<file path="src/rtl/fifo_rd_packer.sv">
// Read-side consumer of the async FIFO: pops entries through the registered-read port,
// packs PACK entries (first entry in the LSBs) into one word and presents it through a
// 2-entry valid/ready output buffer. A flush pulse emits any partial word with a keep mask.
module fifo_rd_packer #(
    parameter int unsigned DATA_WIDTH = 8,
    parameter int unsigned PACK       = 4
) (
    input  logic                       clk,
    input  logic                       rst_n,
    input  logic                       fifo_empty,
    output logic                       fifo_rd_en,
    input  logic [DATA_WIDTH-1:0]      fifo_rd_data,
    input  logic                       flush,
    output logic                       out_valid,
    input  logic                       out_ready,
    output logic [DATA_WIDTH*PACK-1:0] out_data,
    output logic [PACK-1:0]            out_keep,
    output logic                       busy
);

    localparam int unsigned OutW = DATA_WIDTH * PACK;
    localparam int unsigned CntW = $clog2(PACK + 1);

    // Assembly state
    logic                run_q;
    logic [CntW-1:0]     cnt_q, cnt_d, cnt_land;
    logic                inflight_q;
    logic                flush_pend_q, flush_pend_d;
    logic [OutW-1:0]     asm_q, asm_d, asm_land;
    logic [CntW:0]       credit;
    logic                pop;

    // Output buffer state
    logic [OutW-1:0]     buf_data_q [2];
    logic [PACK-1:0]     buf_keep_q [2];
    logic                rd_ptr_q;
    logic [1:0]          buf_occ_q, buf_occ_d;
    logic                buf_space;
    logic                push;
    logic                out_pop;
    logic                wr_idx;
    logic                flush_fire;
    logic [PACK-1:0]     push_keep;

    // Pop credit: landed bytes plus the in-flight one must leave room in the word.
    // Depends on registered state only, so fifo_empty never loops back into fifo_rd_en.
    always_comb begin
        credit     = {1'b0, cnt_q} + {{CntW{1'b0}}, inflight_q};
        fifo_rd_en = run_q & ~flush_pend_q & (credit < (CntW + 1)'(PACK));
        pop        = fifo_rd_en & ~fifo_empty;
    end

    // Land the in-flight byte, decide on a word push and update the flush handshake.
    always_comb begin
        asm_land = asm_q;
        cnt_land = cnt_q;
        if (inflight_q) begin
            for (int k = 0; k < int'(PACK); k++) begin
                if (cnt_q == CntW'(k)) begin
                    asm_land[k*DATA_WIDTH +: DATA_WIDTH] = fifo_rd_data;
                end
            end
            cnt_land = cnt_q + CntW'(1);
        end

        buf_space  = (buf_occ_q != 2'd2);
        // Flush completes only once nothing is in flight and the buffer can take a word.
        flush_fire = flush_pend_q & ~inflight_q & buf_space;
        push       = buf_space & ((cnt_land == CntW'(PACK)) | (flush_fire & (cnt_q != '0)));

        for (int k = 0; k < int'(PACK); k++) begin
            push_keep[k] = (CntW'(k) < cnt_land);
        end

        cnt_d = cnt_land;
        asm_d = asm_land;
        // Clearing asm keeps unused slots of a later partial word at zero.
        if (push || flush_fire) begin
            cnt_d = '0;
            asm_d = '0;
        end

        flush_pend_d = flush_pend_q;
        if (!flush_pend_q) begin
            flush_pend_d = flush;
        end else if (flush_fire) begin
            flush_pend_d = 1'b0;
        end
    end

    // Output buffer control and outputs.
    always_comb begin
        out_valid = (buf_occ_q != 2'd0);
        out_pop   = out_valid & out_ready;
        wr_idx    = rd_ptr_q ^ buf_occ_q[0];
        buf_occ_d = buf_occ_q + {1'b0, push} - {1'b0, out_pop};
        out_data  = out_valid ? buf_data_q[rd_ptr_q] : '0;
        out_keep  = out_valid ? buf_keep_q[rd_ptr_q] : '0;
        busy      = flush_pend_q | inflight_q | (cnt_q != '0);
    end

    // Assembly and flush state registers.
    always_ff @(posedge clk or negedge rst_n) begin
        if (!rst_n) begin
            run_q        <= 1'b0;
            cnt_q        <= '0;
            inflight_q   <= 1'b0;
            flush_pend_q <= 1'b0;
            asm_q        <= '0;
        end else begin
            run_q        <= 1'b1;
            cnt_q        <= cnt_d;
            inflight_q   <= pop;
            flush_pend_q <= flush_pend_d;
            asm_q        <= asm_d;
        end
    end

    // Output buffer storage and pointers.
    always_ff @(posedge clk or negedge rst_n) begin
        if (!rst_n) begin
            buf_data_q[0] <= '0;
            buf_data_q[1] <= '0;
            buf_keep_q[0] <= '0;
            buf_keep_q[1] <= '0;
            rd_ptr_q      <= 1'b0;
            buf_occ_q     <= 2'd0;
        end else begin
            buf_occ_q <= buf_occ_d;
            if (out_pop) begin
                rd_ptr_q <= ~rd_ptr_q;
            end
            if (push) begin
                buf_data_q[wr_idx] <= asm_land;
                buf_keep_q[wr_idx] <= push_keep;
            end
        end
    end

endmodule

</file>
<file path="config.mk">
export PLATFORM = sky130hd
export DESIGN_NAME = fifo_rd_packer
export DESIGN_NICKNAME = d
export VERILOG_FILES = /design/src/rtl/fifo_rd_packer.sv
export SDC_FILE = /design/constraint.sdc
export NUM_CORES = 1
export LEC_CHECK = 0
export BUFFER_PORTS_ARGS = -buffer_cell sky130_fd_sc_hd__buf_2
export CAP_MARGIN = 25
export CORE_UTILIZATION = 41
export DETAILED_ROUTE_END_ITERATION = 12
export GPL_TIMING_DRIVEN = 0
export PLACE_DENSITY = 0.59
export SYNTH_ARGS = -nofsm -noshare
export SYNTH_HDL_FRONTEND = slang
export SYNTH_SLANG_ARGS = --single-unit
</file>
<file path="constraint.sdc">
create_clock -name clk -period 3.2 [get_ports clk]
set_input_delay 0 -clock clk [delete_from_list [all_inputs] [get_ports clk]]
set_output_delay 0 -clock clk [all_outputs]
set_load 0.05 [all_outputs]
</file>
# [Word level (Yosys, flattened, before mapping)]
# Index checks and enable logic that the tools add are counted.
[word_totals] reg_bits=113 in_bits=13 wordCells=75
[op_classes] add_sub_neg=4 magnitude_cmp=8 eq_ne=5 n_mux=24 bitwise=18 reduce_logical=5
[ops] cell="$mux 32" n=7
[ops] cell="$bwmux 64" n=1
[ops] cell="$demux 32 s1" n=1
[ops] cell="$mux 8" n=4
[ops] cell="$mux 4" n=5
[ops] cell="$and 1x1->1" n=8
[ops] cell="$bwmux 8" n=1
[ops] cell="$eq 3x2->1 const B" n=2
[ops] cell="$lt 1x3->1 const A" n=2
[ops] cell="$lt 2x3->1 const A" n=2
[ops] cell="$mux 3" n=2
[ops] cell="$add 3x1->4" n=1
[ops] cell="$demux 4 s1" n=1
[ops] cell="$ge 2x2->1 const B" n=2
[ops] cell="$lt 4x3->1 const B" n=1
[ops] cell="$not 1->1" n=4
[ops] cell="$not 1->2" n=2
[ops] cell="$add 3x1->3 const B" n=1
[ops] cell="$eq 3x1->1 const B" n=1
[ops] cell="$eq 3x3->1 const B" n=1
[ops] cell="$logic_not 3->1" n=1
[ops] cell="$or 1x1->1" n=3
[ops] cell="$reduce_bool 3->1" n=1
[ops] cell="$add 2x1->2" n=1
[ops] cell="8 further kinds" n=9

# [Logic depth before layout (Yosys ltp)]
# Gate-level depths: netlist of run 1.
[depth] word_depth=8 mapped_depth=11

# [Worst setup path before layout of run 1]
# OpenSTA, ideal clock, no wires.
[synth_path] path_kind="register to register" start="register cnt_q[1]" end="register buf_occ_q[1]" setup_ps=123 arrival_ps=2250 path_slack_ps=827 path_stages_with_launch=12 n_path_buf=0 period_less_slack_ps=2373 path_cell_list="dfrtp_1 ha_1 ha_1 nor4b_2 a211oi_4 inv_1 nand2_1 ha_1 inv_1 ha_1 xnor2_1 xnor2_1"
[synth_via] elab_chain_len=7 elab_cells_between_ends=9 cone_classes="3 x add/sub; 1 x eq/ne; 1 x mux; 3 x bitwise; 1 x reduce/logical"
[synth_rtl] item="start, declared" line="26" source="logic [CntW-1:0] cnt_q, cnt_d, cnt_land;"
[synth_rtl] item="start signal, assigned" line="112" source="cnt_q <= cnt_d;"
[synth_rtl] item="$add 3x1->3" line="63" source="cnt_land = cnt_q + CntW'(1);"
[synth_rtl] item="$mux 3" line="57" source="if (inflight_q) begin"
[synth_rtl] item="$eq 3x3->1" line="69" source="push = buf_space & ((cnt_land == CntW'(PACK)) | (flush_fire & (cnt_q != '0)));"
[synth_rtl] item="$or 1x1->1 (*)" line="69"
[synth_rtl] item="$and 1x1->1 (*)" line="69"
[synth_rtl] item="$add 2x1->2 (*)" line="96" source="buf_occ_d = buf_occ_q + {1'b0, push} - {1'b0, out_pop};"
[synth_rtl] item="$sub 2x1->2 (*)" line="96"
[synth_rtl] item="named net buf_occ_d[1]" line="37" source="logic [1:0] buf_occ_q, buf_occ_d;"
[synth_rtl] item="end signal, assigned" line="129" source="buf_occ_q <= buf_occ_d;"
[synth_rtl] item="end, declared" line="37"
# The timed path passes the listed nets; every way through them passes the cells marked *.
# A chain may end at the register's enable or synchronous reset.

# [Worst setup path after layout of run 1]
[layout_path] start="register cnt_q[1]" end="register buf_data_q[59] in the netlist's numbering"
[layout_via] elab_chain_len=5 elab_cells_between_ends=11 cone_classes="1 x add/sub; 2 x eq/ne; 4 x mux; 3 x bitwise; 1 x reduce/logical"
[layout_rtl] item="$add 3x1->3" line="63"
[layout_rtl] item="$mux 3" line="57"
[layout_rtl] item="$eq 3x3->1" line="69"
[layout_rtl] item="$or 1x1->1" line="69"
[layout_rtl] item="$and 1x1->1" line="69"
[layout_rtl] item="end signal, assigned by index" line="134" source="buf_data_q[wr_idx] <= asm_land;"
[layout_rtl] item="end, declared" line="34" source="logic [OutW-1:0] buf_data_q [2];"
# Parallel ways exist; a longest one is shown, timed or not.

==> results of run 1 <==
kinds of logic after synthesis:
group	count (synthesis)	synth area share (%)
mux	141	29.3
flops	113	53.8
simple gates	96	9.80
buf+inv	25	3.07
compound gates	9	1.40
fa+ha+maj	8	1.90
xor+xnor	4	0.666
other cells	1	0.0713
per-stage QoR:
stage          std cells  hold slack (ps)  worst slack (ps)
2_1_floorplan        397             -296               827
3_3_place_gp         620              152               593
3_5_place_dp         621             40.0               558
4_1_cts              657             68.2               538
5_1_grt              657             91.5               443
6_report             657             74.6               547
final cells by class:
class,instances,area (um^2),share of cell area [%]
buffer,18,135,2.13
timing repair buffer,57,335,5.29
sequential,113,2830,44.6
clock inverter,6,30.0,0.473
tap,172,215,3.39
multi-input combinational,259,2270,35.8
clock buffer,25,505,7.97
inverter,7,26.3,0.414
registers in the layout, summed over array words and instances, names as in the netlist:
name,cells
inflight_q,1
asm_q,32
buf_occ_q,2
buf_data_q,64
cnt_q,3
run_q,1
buf_keep_q,8
flush_pend_q,1
rd_ptr_q,1
cells in the final DEF (no fill, tap or decap), types with 2 or more instances in the layout:
| cell type | instances |
|---|---|
| a21oi_1 | 3 |
| a31oi_1 | 2 |
| buf_2 | 53 |
| buf_4 | 3 |
| buf_6 | 3 |
| buf_8 | 3 |
| clkbuf_1 | 10 |
| clkbuf_16 | 17 |
| clkbuf_8 | 5 |
| clkinv_2 | 6 |
| dfrtp_1 | 113 |
| dlygate4sd3_1 | 5 |
| ha_1 | 8 |
| inv_1 | 7 |
| mux2_1 | 34 |
| mux2_2 | 69 |
| mux2i_1 | 38 |
| nand2_1 | 9 |
| nand2b_1 | 2 |
| nor2_1 | 40 |
| nor2b_1 | 35 |
| xnor2_1 | 2 |
| xor2_1 | 2 |
worst min-delay path: stages:
cell and delay, ps:
buf_2 140, mux2_2 180, mux2_1 120
routing by layer:
metal / share of wire (%) / vias up / GRT usage [%]
met2: 47 / 58 / 29.4
met1: 48 / 1621 / 24.6
met4: 2.0 / 0 / 7.71
li1: - / 1509 / -
met5: 0 / - / 0
met3: 3.4 / 18 / 5.06
path summary, 6_finish.rpt:
check	depth (start not counted)	endpoint	start	slack, ps
min reg2reg	1	buf_data_q[52]	buf_data_q[52]	480
max reg2reg	8	buf_data_q[59]	cnt_q[1]	550
min in group asynchronous	2	buf_keep_q[0]	rst_n	140
max	8	buf_data_q[59]	cnt_q[1]	550
min	3	buf_data_q[48]	fifo_rd_data[0]	70
max in group asynchronous	3	buf_data_q[11]	rst_n	2310
power by group through the flow:
stage,clock network (mW),registers [mW],logic [mW]
4_1_cts,1.72,1.95,2.24
3_5_place_dp,0,1.97,2.23
3_3_place_gp,0,1.95,2.19
5_1_grt,1.79,2.00,2.39
6_report,1.68,1.95,2.20
2_1_floorplan,0,1.92,1.72
==> summary.md, run 1 <==
| Metric | Value |
|---|---|
| Max_cap viols | 0 |
| Gr ovfl total | 0 |
| Slew @ Worst Pin | just under 900 ps |
| Worst-path clk slew | about 50 ps |
| Starting Density | 41.8% |
| Die area | 0.0133 mm^2 |
| WL/cell | 16.8 um |
| Number of library cell types mapped by synthesis | 34 |
| Area Growth Syn to Fin | 20.7% |
| Final core occ | around half |
| RSZ-0062 raised after global routing | no |
| Worst hold path class | in -> reg |
| Register bit count reported by yosys | between 100 and 150 |
| Vias per Instance | slightly below 5 |
| Yosys top cell by area | dfrtp_1 |
| Synth Flop Type | dfrtp_1 |
| Die Ht | roughly 120 um |
| Setup TNS | 0 ps |
| Syn. warnings | 0 |
| Synthesized Nets | 418 |
| Post-Syn Area per Cell | 13.2 um^2 |
| Final instance area | 0.00634 mm^2 |
| Headroom to the max-slew limit | slightly above 40% |
| Crit. End Element | flip-flop |
| Critical Path Source Type | flip-flop |
| Largest net degree at the start of global routing | 74 |
| Via count | 3206 |
| Num CTS Buffers | 17 |
| Area after DPL | 0.00576 mm^2 |
| Cell breakdown of the critical path | ha_1 > ha_1 > nor4b_2 > a211oi_4 > nor3b_2 > buf_4 > buf_8 > mux2_1 |
| Post-synthesis sequential area ratio | 53.8% |
| Ratio of cells with drive above 1 in the final layout | 34.4% |
| Post-CTS Resized | 0 |
| Final Max Slew Viols | 0 |
| Post-synth EDFFs | 0 |
| CTS root buf | clkbuf_16 |
| First-iteration detailed-routing DRC count | 75 |
| Lkg Pwr | 3.35 nW |
| Final setup vio count | 0 |
| Final Hold Fails | 0 |
| Sw frac | 37.6% |
| DIE WIDTH | ~120 um |
| FMAX | 0.377 GHz |
| Final Critical Period | between 2000 and 3000 ps |
| Post-CTS Hold Fix Bufs | 5 |
| Total track usage | 18.8% |
| Clock share of power | between 20% and 30% |
| Total power | just under 6 mW |
| Post-synth top cells | 113 x dfrtp_1, 69 x mux2_2, 40 x nor2_1 |
| Crit Path Class | reg -> reg |
| Vias in the first global route | between 3000 and 4000 |
| Post-Synthesis Cells | 397 |
| Synth top area cells | dfrtp_1 54%, mux2_2 15%, mux2_1 7.3% |
| I/O pin count | 52 |
| Crit path required time | 3490 ps |
| Core ar. | approximately 0.013 mm^2 |
| TritonCTS Sinks | between 100 and 150 |
| Mapped Area | 0.00526 mm^2 |
| Post-CTS Setup Inserts | 0 |
| IO Port Bufs | 51 |
| Largest fanout on the critical path | 10 |
| CTS tree | yes |
| Clk_skew | 5.80 ps |
| Most frequent cell after synthesis | dfrtp_1 |
| Worst Path Arrival | 2940 ps |
| Nets | 494 |
| Row count | a little over 40 |
| Share of the synthesized area in the top cell type | 53.8% |
| H-tree depth | 4 |
| Peak VDD IR | 0.000363 V |
| Combinational share of power | 37.7% |
| Largest stage delay, worst path | approximately 500 ps |
| Status | complete, no violations |
| Final period utilization | between 80 and 90% |
| Internal power | 3.64 mW |
| Register share of total power | 33.4% |
| Drc violations | 0 |
| Largest delay contributor family on the critical path | adder cells |
| CP Buf/Inv Count | 2 |
| # fillers | 1127 |
| Async S/R FF share, synth | 100% |
| Pwr dens | 919 mW/mm^2 |
| First-pass GRT wire length | 17900 um |
| Max clock buf depth | 2 |
| P_sw | 2.19 mW |
| Critical Path Most Common Cell | ha_1 |
| First-pass iteration count of the detailed router | 4 |
| Slowest cell on the critical path | dfrtp_1 |
| Final wirelength | 11000 um |
| ANT nets after route | 0 |
| Initial antenna violation count | 0 |
| Detail Placement HPWL | 7190 um |
| Gpl congestion | roughly 0.74 |
| Diode count | 0 |
| Later-pin clock latency in the skew report | around 410 ps |
(Power assumes the default switching activity.)
==> inputs of run 2 (changes only) <==
--- a/config.mk
+++ b/config.mk
@@ -5,6 +5,7 @@
 export SDC_FILE = /design/constraint.sdc
 export NUM_CORES = 1
 export LEC_CHECK = 0
+export ABC_AREA = 1
 export BUFFER_PORTS_ARGS = -buffer_cell sky130_fd_sc_hd__buf_2
 export CAP_MARGIN = 25
 export CORE_UTILIZATION = 41
==> constraint.sdc (replaced) <==
create_clock -name clk -period 2.5 [get_ports clk]
set_input_delay 0 -clock clk [delete_from_list [all_inputs] [get_ports clk]]
set_output_delay 0 -clock clk [all_outputs]
set_load 0.05 [all_outputs]
==> run 2 against run 1 <==
  * Worst hold slack worse by 53 ps
  * First-iteration DRC count grew to 4.1 times the previous value
  * Utilization is 1.2 points higher
  * Area after synthesis is 4.8% higher
  * Global-route usage is 3.5 points higher
  * Sequential share of layout area is 2.1 points lower
  * Worst setup slack worse by 390 ps
  * Critical endpoint is now buf_occ_q[1]
==> summary.md, run 2 <==
| Metric | Value |
|---|---|
| Core ar. | 0.0129 mm^2 |
| Drc violations | 0 |
| Post-synthesis sequential area ratio | 51.3% |
| Final setup vio count | 0 |
| FMAX | 0.427 GHz |
| WL/cell | 15.1 um |
| RSZ-0062 raised after global routing | no |
| CTS tree | yes |
| DIE WIDTH | 118 um |
| I/O pin count | 52 |
| Vias in the first global route | 4693 |
| Critical Path Stages | 13 |
| Nets | 793 |
| Final Max Slew Viols | 0 |
| Final instance area | 0.00665 mm^2 |
| Final Hold Fails | 0 |
| Worst Path Arrival | 2630 ps |
| Async S/R FF share, synth | 100% |
| Area Growth Syn to Fin | 20.8% |
| First-pass iteration count of the detailed router | 5 |
| Initial antenna violation count | 0 |
| Max clock buf depth | 2 |
| Final hold slack | between 20 and 25 ps |
| Lkg Pwr | 3.45 nW |
| TritonCTS Sinks | between 100 and 150 |
| CP startpoint | cnt_q[1] |
| Worst-path clk slew | 50 ps |
| Max_cap viols | 0 |
| Gpl congestion | 0.799 |
| Largest stage delay, worst path | 410 ps |
| R2R depth | 13 |
| Clk_skew | between 8 and 9 ps |
| Area after DPL | 0.00601 mm^2 |
| Pwr dens | 1420 mW/mm^2 |
| Post-Synthesis Cells | 696 |
| Post-Syn Area per Cell | 7.91 um^2 |
| Ratio of cells with drive above 1 in the final layout | between 10% and 20% |
| Most frequent cell after synthesis | nand2_1 |
| Critical Path Source Type | flip-flop |
| Synthesized Nets | 717 |
| Yosys top cell by area | dfrtp_1 |
| Largest net degree at the start of global routing | 67 |
| H-tree depth | 4 |
| Via count | 4787 |
| Later-pin clock latency in the skew report | 420 ps |
| Synth Flop Type | dfrtp_1 |
| Num CTS Buffers | 17 |
| Worst r2r src | cnt_q[1] |
| Regs by FF count | buf_data_q (64), asm_q (32), buf_keep_q (8) |
| Vias per Instance | 5.01 |
| Gr ovfl total | 0 |
| Most common cell after layout, fill and taps aside | nand2_1 |
| CP Buf/Inv Count | 2 |
| ANT nets after route | 0 |
| Mapped Area | 0.00551 mm^2 |
| Crit Path Class | reg -> reg |
| Final wirelength | 14400 um |
| Row count | 41 |
| Register bit count reported by yosys | 113 |
| Starting Density | 42.8% |
| Synth top area cells | dfrtp_1 51%, nand2_1 18%, nand4_1 8.3% |
| Cell breakdown of the critical path | ha_1 > ha_1 > inv_1 > nand2_1 > nand2_2 > nand3_1 > nand2_2 > nand2_2 > ha_1 > inv_1 > ha_1 > xnor2_2 > xor2_1 |
| Slew @ Worst Pin | 640 ps |
| # fillers | roughly 1300 |
| Crit path required time | between 2000 and 3000 ps |
| Sequential Area | 0.00283 mm^2 |
| Worst hold path class | in -> reg |
| First-iteration detailed-routing DRC count | 310 |
| Syn. warnings | 0 |
| Crit path capture | buf_occ_q[1] |
| RR Endpoint | buf_occ_q[1] |
| Largest fanout on the critical path | 4 |
| First-pass GRT wire length | 23800 um |
| Most used cells in the layout excluding fill and tap cells | 258 x nand2_1, 113 x dfrtp_1, 73 x nand4_1, 71 x buf_2, 63 x inv_1 |
| Reg2reg setup slack | about 160 ps |
| Largest delay contributor family on the critical path | adder cells |
| Die area | roughly 0.014 mm^2 |
| Crit. End Element | flip-flop |
| Die Ht | 118 um |
| Peak VDD IR | 0.000751 V |
| Final Critical Period | 2340 ps |
| IO Port Bufs | 51 |
| Headroom to the max-slew limit | 57.3% |
| Post-synth top cells | 259 x nand2_1, 113 x dfrtp_1, 73 x nand4_1 |
| CTS root buf | clkbuf_16 |
| Critical Path Most Common Cell | ha_1 |
| Detail Placement HPWL | 10000 um |
| Share of the synthesized area in the top cell type | 51.3% |
| Post-synth EDFFs | 0 |
| Number of library cell types mapped by synthesis | 24 |
| Slowest cell on the critical path | dfrtp_1 |
| Setup TNS | 0 ps |
| Area of the multi-input gates | between 0.002 and 0.0025 mm^2 |
| Status | complete, no violations |
| Final period utilization | 93.7% |
| Top reg by flops | buf_data_q |
| Total track usage | 22.2% |
| Diode count | 0 |
| Largest register FFs | 64 |
[run 2: what timing repair did]
action	in CTS	in global routing
gates resized for setup	0	2
setup endpoints to repair	0	1
hold buffers	4	0
buffers inserted	0	1
hold endpoints to repair	50	0
[run 2: per-stage QoR]
| step | total power, mW | setup slack (ps) | utilization (%) | std cells |
|---|---|---|---|---|
| 6_report | 9.43 | 157 | 51.7 | 956 |
| 5_1_grt | 10.0 | 41.5 | 51.7 | 956 |
| 4_1_cts | 9.46 | 92.3 | 51.5 | 955 |
| 3_5_place_dp | 7.07 | 114 | 46.7 | 920 |
| 3_3_place_gp | 6.99 | 82.1 | 46.4 | 919 |
| 2_1_floorplan | 5.87 | 323 | - | 696 |
[run 2: metal layers]
layer | vias to the layer above | part of all wire (%) | wire, um | GRT usage (%)
met3 | 24 | 3.8 | 542 | 4.17
met1 | 2273 | 46 | 6690 | 29.5
li1 | 2394 | - | - | -
met2 | 96 | 48 | 6850 | 35.4
met4 | 0 | 2.4 | 339 | 9.86
met5 | - | 0 | 0 | 0
[run 2: tightest hold or removal path, stage by stage]
cell and delay [ps]:
buf_2 100, o21a_1 170, inv_1 50, nor2_1 90
[run 2: cell families (layout without fill, tap and decap cells)]
kind of cell / count (synthesis) / count (layout) / share of synthesized area [%]
other cells: 1 / 1 / 0.0681
fa+ha+maj: 8 / 8 / 1.82
xor+xnor: 4 / 4 / 0.636
compound gates: 71 / 71 / 6.86
simple gates: 385 / 385 / 30.3
flops: 113 / 113 / 51.3
buf+inv: 114 / 202 / 8.93
[run 2: where the power goes]
part           switching [mW]  internal, mW  total [mW]
clock network           0.796          1.57        2.36
logic                    3.34          1.03        4.37
registers               0.297          2.41        2.70
[run 2: layout make-up]
cell class	count	area share, %
timing repair buffer	57	5.00
inverter	66	3.72
buffer	48	3.67
sequential	113	42.5
clock inverter	4	0.677
clock buffer	27	8.16
multi-input combinational	469	33.0
tap	172	3.23
[run 2: worst min path at each step]
| stage | start | endpoint | slack (ps) | cells past startpoint |
|---|---|---|---|---|
| 4_1_cts | fifo_rd_data[1] | asm_q[25] | 10 | 4 |
| 3_5_place_dp | rst_n | buf_data_q[40] | 70 | 1 |
| 2_1_floorplan | rst_n | asm_q[0] | -300 | 0 |
| 3_3_place_gp | fifo_empty | inflight_q | 160 | 2 |
| 5_1_grt | fifo_rd_data[1] | asm_q[25] | 40 | 4 |
| 6_report | fifo_rd_data[1] | asm_q[25] | 20 | 4 |
